--- src/rtl/processor_pkg.sv ---
// Shared processor types and defaults: datapath widths, reset PC and the fetch FSM encoding.
package processor_pkg;

  localparam int DEFAULT_ADDR_W = 32;
  localparam int DEFAULT_INST_W = 32;
  localparam logic [31:0] DEFAULT_RESET_PC = 32'h0000_0000;

  typedef enum logic {
    FETCH = 1'b0,
    WAIT  = 1'b1
  } fetch_state_t;

endpackage

--- src/rtl/fetch_pc_reg.sv ---
// Architectural PC register: redirect load has priority over the sequential increment.
module fetch_pc_reg #(
  parameter int ADDR_W = 32,
  parameter logic [ADDR_W-1:0] RESET_PC = '0,
  parameter int PC_STEP = 4
) (
  input  logic              clk,
  input  logic              rst,
  input  logic              loadEn,
  input  logic [ADDR_W-1:0] loadPC,
  input  logic              incEn,
  output logic [ADDR_W-1:0] pc
);

  always_ff @(posedge clk or posedge rst) begin
    if (rst) begin
      pc <= RESET_PC;
    end else if (loadEn) begin
      pc <= loadPC;
    end else if (incEn) begin
      pc <= pc + ADDR_W'(PC_STEP);
    end
  end

endmodule

--- src/rtl/fetch_unit.sv ---
// Instruction fetch stage: single outstanding imem request, branch squash, valid/stall output register.
// Optional performance counters are enabled by defining FETCH_PERF_CNT_EN.
module fetch_unit
  import processor_pkg::*;
#(
  parameter int ADDR_W = DEFAULT_ADDR_W,
  parameter int INST_W = DEFAULT_INST_W,
  parameter logic [ADDR_W-1:0] RESET_PC = ADDR_W'(DEFAULT_RESET_PC),
  parameter int PC_STEP = 4
) (
  input  logic              clk,
  input  logic              rst,
  input  logic              isBranchTaken,
  input  logic [ADDR_W-1:0] branchPC,
  input  logic              stall,
  output logic              imemReqValid,
  input  logic              imemReqReady,
  output logic [ADDR_W-1:0] imemReqAddr,
  input  logic              imemRespValid,
  input  logic [INST_W-1:0] imemRespData,
  output logic              ifValid,
  output logic [INST_W-1:0] ifInst,
  output logic [ADDR_W-1:0] ifPC
`ifdef FETCH_PERF_CNT_EN
  ,
  output logic [31:0]       perfFetched,
  output logic [31:0]       perfKilled
`endif
);

  fetch_state_t state, stateNext;
  logic kill, killNext;
  logic [ADDR_W-1:0] pc;
  logic slotFree;
  logic reqFire;
  logic accept;
  logic drop;

  fetch_pc_reg #(
    .ADDR_W  (ADDR_W),
    .RESET_PC(RESET_PC),
    .PC_STEP (PC_STEP)
  ) pcReg (
    .clk   (clk),
    .rst   (rst),
    .loadEn(isBranchTaken),
    .loadPC(branchPC),
    .incEn (accept),
    .pc    (pc)
  );

  // Requests only go out when the output slot can take the answer, so no skid buffer is needed.
  assign slotFree    = !ifValid || !stall;
  assign imemReqAddr = pc;

  always_comb begin
    stateNext    = state;
    killNext     = kill;
    imemReqValid = 1'b0;
    reqFire      = 1'b0;
    accept       = 1'b0;
    drop         = 1'b0;
    case (state)
      FETCH: begin
        imemReqValid = slotFree && !rst;
        reqFire      = imemReqValid && imemReqReady;
        if (reqFire) begin
          stateNext = WAIT;
          if (isBranchTaken) killNext = 1'b1;
        end
      end
      WAIT: begin
        if (imemRespValid) begin
          stateNext = FETCH;
          killNext  = 1'b0;
          if (kill || isBranchTaken) drop = 1'b1;
          else accept = 1'b1;
        end else if (isBranchTaken) begin
          killNext = 1'b1;
        end
      end
      default: stateNext = FETCH;
    endcase
  end

  always_ff @(posedge clk or posedge rst) begin
    if (rst) begin
      state <= FETCH;
      kill  <= 1'b0;
    end else begin
      state <= stateNext;
      kill  <= killNext;
    end
  end

  // A redirect flushes the output register even when downstream is stalled.
  always_ff @(posedge clk or posedge rst) begin
    if (rst) begin
      ifValid <= 1'b0;
      ifInst  <= '0;
      ifPC    <= '0;
    end else if (isBranchTaken) begin
      ifValid <= 1'b0;
    end else if (accept) begin
      ifValid <= 1'b1;
      ifInst  <= imemRespData;
      ifPC    <= pc;
    end else if (ifValid && !stall) begin
      ifValid <= 1'b0;
    end
  end

`ifdef FETCH_PERF_CNT_EN
  logic killEvent;

  // A discarded response and a flushed slot in the same cycle count once.
  assign killEvent = drop || (isBranchTaken && ifValid);

  always_ff @(posedge clk or posedge rst) begin
    if (rst) begin
      perfFetched <= '0;
      perfKilled  <= '0;
    end else begin
      if (accept)    perfFetched <= perfFetched + 32'd1;
      if (killEvent) perfKilled  <= perfKilled + 32'd1;
    end
  end
`else
  logic unusedDrop;
  assign unusedDrop = drop;
`endif

endmodule

--- config.mk ---
export PLATFORM = sky130hd
export DESIGN_NAME = fetch_unit
export DESIGN_NICKNAME = d
export VERILOG_FILES = /design/src/rtl/processor_pkg.sv /design/src/rtl/fetch_pc_reg.sv /design/src/rtl/fetch_unit.sv
export SDC_FILE = /design/constraint.sdc
export NUM_CORES = 1
export LEC_CHECK = 0
export CAP_MARGIN = 20
export CORE_ASPECT_RATIO = 0.7
export CORE_MARGIN = 3
export CORE_UTILIZATION = 30
export DETAILED_ROUTE_END_ITERATION = 10
export GPL_ROUTABILITY_DRIVEN = 0
export PLACE_DENSITY = 0.62
export SLEW_MARGIN = 20
export SYNTH_ARGS = -nofsm -noshare
export SYNTH_HDL_FRONTEND = slang
export SYNTH_SLANG_ARGS = --single-unit
--- constraint.sdc ---
create_clock -name clk -period 3.9 [get_ports clk]
set_clock_uncertainty 0.2 [all_clocks]
set_input_delay 0.78 -clock clk [delete_from_list [all_inputs] [get_ports clk]]
set_output_delay 0.78 -clock clk [all_outputs]
set_load 0.03 [all_outputs]
==> impl_metrics.ini, run 1 <==
[floorplan]
die_x_um = 148.6
initial_core_util_pct = 31.56
rows = 35
ioPinCount = 168
coreArea_um2 = 13530
dieArea_um2 = 15720
chipHeight_um = 105.8

[grt]
antenna_found_initial = 0
grt_pass1_wl_mm = 18.71
gr-usage-all-layers_pct = 14.70
grt_pass1_vias = 3535
grt_overflow = 0
grt_max_degree = 55

[cts]
hold_buffers = 0
postCtsResizedCells = 0
numCtsBuffers = 9
cts_buffer_depth = 2
path_clk_slew_ps = 60
cts_tree = built
postCtsSetupBuffers = 0
htreeDepth = 3
root_buffer = clkbuf_16
cts_sinks = 99
clk_latency_ps = 330

[logic_synthesis]
synth_top_cell_area_share_pct = 58.01
yosysUniqueCellTypes = 34
async_reset_ff_share_pct = 100.0
syn_inst = 350
yosys.area_share.adder_pct = 0.2930
ys_top_cells_by_area = dfrtp_1 58%, mux2_2 17%, or4_1 2.5%
synth-seq-area-share_pct = 58.01
synth.ff_latch_count = 99
ys.flop_type = dfrtp_1
synth_top_area_cell = dfrtp_1
synth_mux_area_share_pct = 17.64
synth_edf_count = 0
synth_warnings = 0
synthSimpleGateAreaFrac_pct = 11.84
synthXorXnorAreaFrac_pct = 2.256
netlist_area_um2 = 4270
synth_top_family_by_area = multiplexers
syn_area_per_cell_um2 = 12.20
synth_compound_area_share_pct = 7.413
synth_nets = 421

[sta]
period_share_pct = 83.65
rsz0062_at_grt = no
setup_viol = 0
fmax_mhz = 306.5
drv_slew = 0
max_slew_margin_pct = 38.51
worst_pin_slew_ps = 921.3
hold_violations = 0
fin_tns_setup_ps = 0
period_minus_slack_ps = 3262

[final_layout]
diodes = 0
final_util_pct = 47.80
final_cell_area_um2 = 6469
drive_gt1_share_pct = 17.24
nNetsFinal = 588
area_growth_pct = 51.48

[min_path]
hold_depth = 1
hp-start = ifInst[30]$_DFFE_PP0P_
hold_class = reg -> reg
holdPathEnd = ifInst[30]$_DFFE_PP0P_

[run_status]
outcome = finished clean

[worst_setup_path]
crit_path_end_kind = output port
cp-start-kind = input pin
rr_worst_depth = 6
rr_endpoint = pcReg.pc[22]$_DFFE_PP0P_
rrSetupSlack_ps = 1230
r2r_start = pcReg.pc[2]$_DFFE_PP0P_
worstPathArrival_ps = 2280
crit_start = rst
crit_path_max_fanout = 2
crit_type = in -> out
required_ps = 2920

[placement]
placedInstanceArea_um2 = 6157
hpwlAfterDp_mm = 8.269
port_buffers = 167

[job]
maxCapViolations = 0

[power_and_ir_drop]
p_leak_nw = 2.558
power_density_nw_per_um2 = 692.8
finalPower_mw = 4.481
vdd_drop_max_mv = 0.3078

[drt]
drt-pass1-iter-count = 4
drt-initial-drc-count = 168
vias = 3375
wirelength_mm = 11.28
wl_per_cell_um = 15.95
final_antenna_net_count = 0
route.detailed.drc = 0
viasPerCell = 4.774
==> cell type report <==
class | count | area [µm²]
clock inverter | 4 | 75.07
tap | 185 | 231.5
multi-input combinational | 225 | 1692
timing repair buffer | 174 | 1724
clock buffer | 12 | 236.5
fill | 1221 | 7063
sequential | 99 | 2477
inverter | 8 | 32.53
==> per-stage QoR <==
| step | setup slack (ps) | hold WS, ps | instances |
|---|---|---|---|
| 2_1_floorplan | 329.6 | 305.1 | 350 |
| 3_3_place_gp | 587.9 | 288.3 | 691 |
| 3_5_place_dp | 539.3 | 294.3 | 691 |
| 4_1_cts | 635.7 | 309.4 | 707 |
| 5_1_grt | 612.0 | 315.9 | 707 |
| 6_report | 637.7 | 305.7 | 707 |
==> cells in the mapped netlist (2+ instances only) <==
cell / count
clkbuf_1: 13
and3_1: 2
nand4_1: 4
and4_1: 2
o21ai_0: 16
nand3_1: 11
o211ai_1: 2
o31ai_1: 10
xor2_1: 2
nor4_1: 4
nand4b_1: 2
or3_1: 5
mux2_2: 66
nor2_1: 19
a211o_1: 2
a21oi_1: 5
xnor2_1: 9
a31oi_1: 14
or4_1: 14
buf_2: 3
dfrtp_1: 99
nor3_1: 4
nand2_1: 24
inv_1: 8
==> critical path, stage by stage <==
cell and delay (ps):
clkdlybuf4s50_1 460, a211oi_1 310, clkdlybuf4s50_1 740
==> cell usage in the layout, fill, tap and decap left out <==
cell,instances
and3_1,2
mux2_2,66
o31ai_1,10
nor2_4,1
or4_1,14
clkbuf_16,9
nor4_1,4
xor2_1,2
clkinvlp_4,2
nor4b_1,1
mux2i_1,1
o21ai_0,16
nor3_1,4
nand4b_1,2
or3_1,5
nand4_2,1
inv_1,7
a211oi_1,1
bufinv_16,2
clkdlybuf4s50_1,167
a21oi_1,5
and4_1,2
nand4_1,4
a22o_1,1
clkbuf_1,3
ha_1,1
or2_2,1
dfrtp_1,99
nand2_1,24
nand3_1,11
buf_4,7
a211o_1,2
a31oi_1,14
nand3b_1,1
xnor2_1,9
o211ai_1,2
nor2_1,18
inv_4,1
==> where the power goes <==
part           switching (mW)  leakage [nW]  internal [mW]
Combinational            1.04          1.23          0.915
Sequential              0.221          1.19           1.38
Clock                   0.362         0.143          0.563
==> cells by family (layout without fill, tap and decap cells) <==
kind of cell,after synthesis,count (layout)
AND/OR/NAND/NOR,95,95
buffers and inverters,26,198
flip-flops,99,99
AO/OA/AOI/OAI,51,51
multiplexers,67,67
adder cells (fa/ha/maj),1,1
XOR/XNOR,11,11
==> metal layers <==
metal,GRT usage [%],wire [µm]
met3,4.856,822
met4,3.098,82
met2,22.85,5243
met1,20.09,5130
met5,0,0
==> sequential cells by signal, summed over array words and instances (netlist names) <==
signal / cells
ifValid: 1
ifPC: 32
pcReg.pc: 32
kill: 1
state: 1
ifInst: 32
==> how the worst max path moves through the flow <==
stage | endpoint | slack (ps) | depth (start not counted)
floorplan | ifInst[0]$_DFFE_PP0P_ | 330 | 1
global placement | pcReg.pc[26]$_DFFE_PP0P_ | 590 | 6
detailed placement | pcReg.pc[22]$_DFFE_PP0P_ | 540 | 6
CTS | imemReqValid | 640 | 3
global route | imemReqValid | 610 | 3
finish | imemReqValid | 640 | 3
No activity file was read; power rests on OpenSTA's default activity.
==> inputs of run 2 (changes only) <==
--- a/config.mk
+++ b/config.mk
@@ -11,7 +11,7 @@
 export CORE_UTILIZATION = 30
 export DETAILED_ROUTE_END_ITERATION = 10
 export GPL_ROUTABILITY_DRIVEN = 0
-export PLACE_DENSITY = 0.62
+export PLACE_DENSITY = 0.64
 export SLEW_MARGIN = 20
 export SYNTH_ARGS = -nofsm -noshare
 export SYNTH_HDL_FRONTEND = slang
==> constraint.sdc (replaced) <==
create_clock -name clk -period 2.8 [get_ports clk]
set_clock_uncertainty 0.2 [all_clocks]
set_input_delay 0.56 -clock clk [delete_from_list [all_inputs] [get_ports clk]]
set_output_delay 0.56 -clock clk [all_outputs]
set_load 0.03 [all_outputs]
==> run 2 against run 1 <==
  * Power grew 37%
  * Via count grew 3.6%
  * Critical path type is now in -> reg
  * Largest cell class unchanged
  * Final cell count grew 1.3%
  * Critical path depth grew 3
  * Critical endpoint is now pcReg.pc[30]$_DFFE_PP0P_
  * Sequential power grew 39%
==> impl_metrics.ini, run 2 (same netlist as run 1, synthesis figures left out) <==
[run_status]
outcome = finished clean

[floorplan]
initial_core_util_pct = 31.56
dieArea_um2 = 15720
rows = 35
die_x_um = 148.6
coreArea_um2 = 13530
chipHeight_um = 105.8
ioPinCount = 168

[drt]
drt-initial-drc-count = 177
final_antenna_net_count = 0
vias = 3495
wl_per_cell_um = 16.48
drt-pass1-iter-count = 4
route.detailed.drc = 0
viasPerCell = 4.881
wirelength_mm = 11.80

[cts]
htreeDepth = 3
hold_buffers = 0
clk_latency_ps = 340
cts_tree = built
postCtsSetupBuffers = 0
root_buffer = clkbuf_16
cts_sinks = 99
path_clk_slew_ps = 70
cts_buffer_depth = 2
postCtsResizedCells = 0
numCtsBuffers = 9

[sta]
rsz0062_at_grt = no
drv_slew = 0
hold_violations = 0
period_minus_slack_ps = 2603
worst_pin_slew_ps = 673.4
period_share_pct = 92.95
fmax_mhz = 384.2
max_slew_margin_pct = 54.97
setup_viol = 0
fin_ws_ps = 197.4

[final_layout]
fin_cells = 716
num-fill-cells = 1209
reg.largest.list = ifInst (32), ifPC (32), pcReg.pc (32)
area_growth_pct = 53.03
drive_gt1_share_pct = 19.40
nNetsFinal = 597
diodes = 0
final_common_cell = clkdlybuf4s50_1
final_cell_mix = 166 x clkdlybuf4s50_1, 99 x dfrtp_1, 66 x mux2_2, 24 x nand2_1, 18 x nor2_1

[grt]
gr-usage-all-layers_pct = 14.87
grt_overflow = 0
antenna_found_initial = 0
busiest_layer = met2
use_met2_pct = 22.98
grt_pass1_vias = 3595
grt_max_degree = 52
grt.met1_usage_pct = 20.06
use_met3_pct = 5.200
grt_pass1_wl_mm = 18.81

[worst_setup_path]
worstPathArrival_ps = 2660
cp-start-kind = input pin
crit_path_end_kind = flip-flop
crit_path_max_fanout = 14
required_ps = 2850
crit_type = in -> reg

[power_and_ir_drop]
vdd_drop_max_mv = 0.4466
p_leak_nw = 2.598
power_density_nw_per_um2 = 942.1

[placement]
hpwlAfterDp_mm = 8.473
port_buffers = 167
preCtsSetupSlack_ps = -144.0
placed_cells = 700

[min_path]
hold_class = reg -> reg

[job]
maxCapViolations = 0
## run 2: power breakdown
| group | total [mW] | leakage (nW) | switching (mW) | internal (mW) |
|---|---|---|---|---|
| clock | 1.19 | 0.139 | 0.556 | 0.635 |
| combinational | 2.74 | 1.27 | 1.46 | 1.28 |
| sequential | 2.22 | 1.19 | 0.302 | 1.92 |
## run 2: final timing paths
check | to | cells after the start | slack [ps] | startpoint
worst max register to register | pcReg.pc[25]$_DFFE_PP0P_ | 4 | 300 | pcReg.pc[14]$_DFFE_PP0P_
min in group asynchronous | ifPC[2]$_DFFE_PP0P_ | 2 | 400 | rst
worst max-delay path | pcReg.pc[30]$_DFFE_PP0P_ | 6 | 200 | imemRespValid
worst min register to register | ifPC[8]$_DFFE_PP0P_ | 1 | 310 | ifPC[8]$_DFFE_PP0P_
worst min-delay path | ifPC[8]$_DFFE_PP0P_ | 1 | 310 | ifPC[8]$_DFFE_PP0P_
max in group asynchronous | ifPC[0]$_DFFE_PP0P_ | 3 | 1270 | rst
## run 2: routing by layer
metal | wire [µm] | part of all wire (%)
met4 | 49 | 0.42
met5 | 0 | 0
met3 | 919 | 7.8
met1 | 5546 | 47
met2 | 5283 | 45
## run 2: critical path, stage by stage
cell	delay, ps
clkdlybuf4s50_1	590
nand4b_1	180
or4_1	430
buf_4	200
or4_1	510
a31oi_1	190
## run 2: final cells by class
class	instances	area [µm²]	area share, %
Inverter	8	33.78	0.5169
Clock inverter	6	47.55	0.7276
Timing Repair Buffer	183	1814	27.76
Clock buffer	10	239.0	3.657
Sequential cell	99	2477	37.91
Multi-Input combinational cell	225	1692	25.89
Tap cell	185	231.5	3.542
## run 2: stage by stage
stage	power (mW)	hold slack, ps	cell area (µm²)	utilization (%)	setup TNS, ps
finish	6.157	308.6	6535	48.29	0
global placement	4.972	287.5	6248	46.18	-335.8
floorplan	3.727	305.1	4274	-	0
detailed placement	5.017	294.7	6248	46.18	-1228
CTS	6.240	310.1	6535	48.29	0
global route	6.456	318.2	6535	48.29	0
==> inputs of run 3 (changes only) <==
--- a/config.mk
+++ b/config.mk
@@ -12,6 +12,7 @@
 export DETAILED_ROUTE_END_ITERATION = 10
 export GPL_ROUTABILITY_DRIVEN = 0
 export PLACE_DENSITY = 0.64
+export SETUP_SLACK_MARGIN = 0.4
 export SLEW_MARGIN = 20
 export SYNTH_ARGS = -nofsm -noshare
 export SYNTH_HDL_FRONTEND = slang
==> run 3 against run 2 <==
  * Worst hold slack worse by 27 ps
  * Critical path depth decreased by 5
  * Fmax rose by 12%
  * Combinational power is essentially flat
  * Largest cell class unchanged
  * Critical path type is now reg -> out
  * Register-to-register slack improved by 200 ps
  * Flip-flop and latch count did not move
  * Global-route usage hardly changed
==> impl_metrics.ini, run 3 (same netlist as run 1, synthesis figures left out) <==
[grt]
antenna_found_initial = 0
grt.met1_usage_pct = 19.89
grt_overflow = 0
gr-usage-all-layers_pct = 14.83
use_met2_pct = 22.66
busiest_layer = met2
use_met3_pct = 5.887
grt_pass1_vias = 3566
grt_max_degree = 65
grt_pass1_wl_mm = 18.84

[worst_setup_path]
required_ps = 2040
crit_path_max_fanout = 9
crit_slowest_cell = clkdlybuf4s50_1
rr_worst_depth = 6
crit_type = reg -> out
rrSetupSlack_ps = 500
worstPathArrival_ps = 1560
r2r_start = pcReg.pc[2]$_DFFE_PP0P_
critPathMaxStageDelay_ps = 730
rr_endpoint = pcReg.pc[26]$_DFFE_PP0P_
crit_chain = clkdlybuf4s50_1
crit_path_end_kind = output port
cp.depth = 1
cp-start-kind = flip-flop
path_buf_inv = 1
crit_family = buffers and inverters

[placement]
placedInstanceArea_um2 = 6266
hpwlAfterDp_mm = 8.412
port_buffers = 167
preCtsSetupSlack_ps = -146.9

[sta]
setup_viol = 0
rsz0062_at_grt = no
fin_ws_ps = 481.4
period_share_pct = 82.81
period_minus_slack_ps = 2319
worst_pin_slew_ps = 457.6
max_slew_margin_pct = 69.46
fin_tns_setup_ps = 0
fmax_mhz = 431.3
drv_slew = 0
hold_violations = 0
hold_slack_ps = 282.0

[floorplan]
coreArea_um2 = 13530
die_x_um = 148.6
chipHeight_um = 105.8
initial_core_util_pct = 31.56
dieArea_um2 = 15720
rows = 35
ioPinCount = 168

[power_and_ir_drop]
seqPwrFrac_pct = 35.3
p_comb_share_pct = 43.8
power_switching_mw = 2.312
p_leak_nw = 2.680
vdd_drop_max_mv = 0.4191
power.internal_mw = 4.012
clkPwrFrac_pct = 21.0
finalPower_mw = 6.324
switching_share_pct = 36.56
power_density_nw_per_um2 = 939.6

[min_path]
hold_depth = 2
holdPathEnd = kill$_DFFE_PP0P_
hp-start = imemRespValid
hold_class = in -> reg

[run_status]
outcome = finished clean

[drt]
drt-pass1-iter-count = 4
wl_per_cell_um = 16.15
drt-initial-drc-count = 160
vias = 3479
final_antenna_net_count = 0
route.detailed.drc = 0
wirelength_mm = 11.77
viasPerCell = 4.772

[cts]
numCtsBuffers = 9
cts_buffer_depth = 2
hold_buffers = 0
cts_sinks = 99
root_buffer = clkbuf_16
cts_tree = built
clk_latency_ps = 330
htreeDepth = 3
path_clk_slew_ps = 70

[final_layout]
num-fill-cells = 1175
drive_gt1_share_pct = 23.90
final_common_cell = clkdlybuf4s50_1
final_cell_mix = 164 x clkdlybuf4s50_1, 89 x dfrtp_1, 66 x mux2_2, 25 x buf_4, 24 x nand2_1
final_cell_area_um2 = 6730
nNetsFinal = 610
diodes = 0
area_growth_pct = 57.60
reg.largest.list = ifInst (32), ifPC (32), pcReg.pc (32)

[job]
maxCapViolations = 0
## run 3: changes by cell type in the layout (fill, tap and decap cells not counted), sizes merged
| cell | before | now |
|---|---|---|
| buf | 17 | 30 |
| bufinv | 0 | 2 |
| clkbuf | 10 | 11 |
| clkdlybuf4s50 | 166 | 164 |
| dlymetal6s2s | 0 | 1 |
| inv | 9 | 7 |
## run 3: timing repair
action,in CTS,in global routing
setup endpoints to repair,17,14
pin swaps,1,2
setup buffers,5,8
resized for setup,2,16
## run 3: per-stage QoR
step                std cells  utilization, %
floorplan                 350               -
global placement          700           46.31
detailed placement        700           46.31
CTS                       721           48.97
global route              729           49.74
finish                    729           49.74
## run 3: final cells by class
type	instances	area, µm²	area share [%]
Clock buffer	10	229.0	3.402
Clock inverter	6	90.09	1.339
Inverter	8	33.78	0.5020
Multi-Input combinational cell	225	1727	25.66
Sequential cell	99	2490	37.00
Tap cell	185	231.5	3.439
Timing Repair Buffer	196	1929	28.67
## run 3: worst max-delay path by stage
| stage | from | end | slack [ps] |
|---|---|---|---|
| after floorplan | pcReg.pc[4]$_DFFE_PP0P_ | pcReg.pc[25]$_DFFE_PP0P_ | 420 |
| after global placement | imemRespValid | pcReg.pc[30]$_DFFE_PP0P_ | -50 |
| after detailed placement | imemRespValid | pcReg.pc[27]$_DFFE_PP0P_ | -150 |
| after CTS | pcReg.pc[10]$_DFFE_PP0P_ | pcReg.pc[27]$_DFFE_PP0P_ | 410 |
| after global routing | pcReg.pc[17]$_DFFE_PP0P_ | imemReqAddr[17] | 410 |
| final | pcReg.pc[23]$_DFFE_PP0P_ | imemReqAddr[23] | 480 |
## run 3: power groups by stage
stage	registers, mW	clock network, mW	logic (mW)
floorplan	3.20	0	0.526
global placement	2.22	0	2.74
detailed placement	2.26	0	2.77
CTS	2.23	1.38	2.78
global route	2.30	1.42	2.91
finish	2.23	1.33	2.77
## run 3: routing by layer
metal	wire length, µm	up-vias
li1	-	1661
met1	5559	1674
met2	5151	133
met3	974	11
met4	87	0
met5	0	-
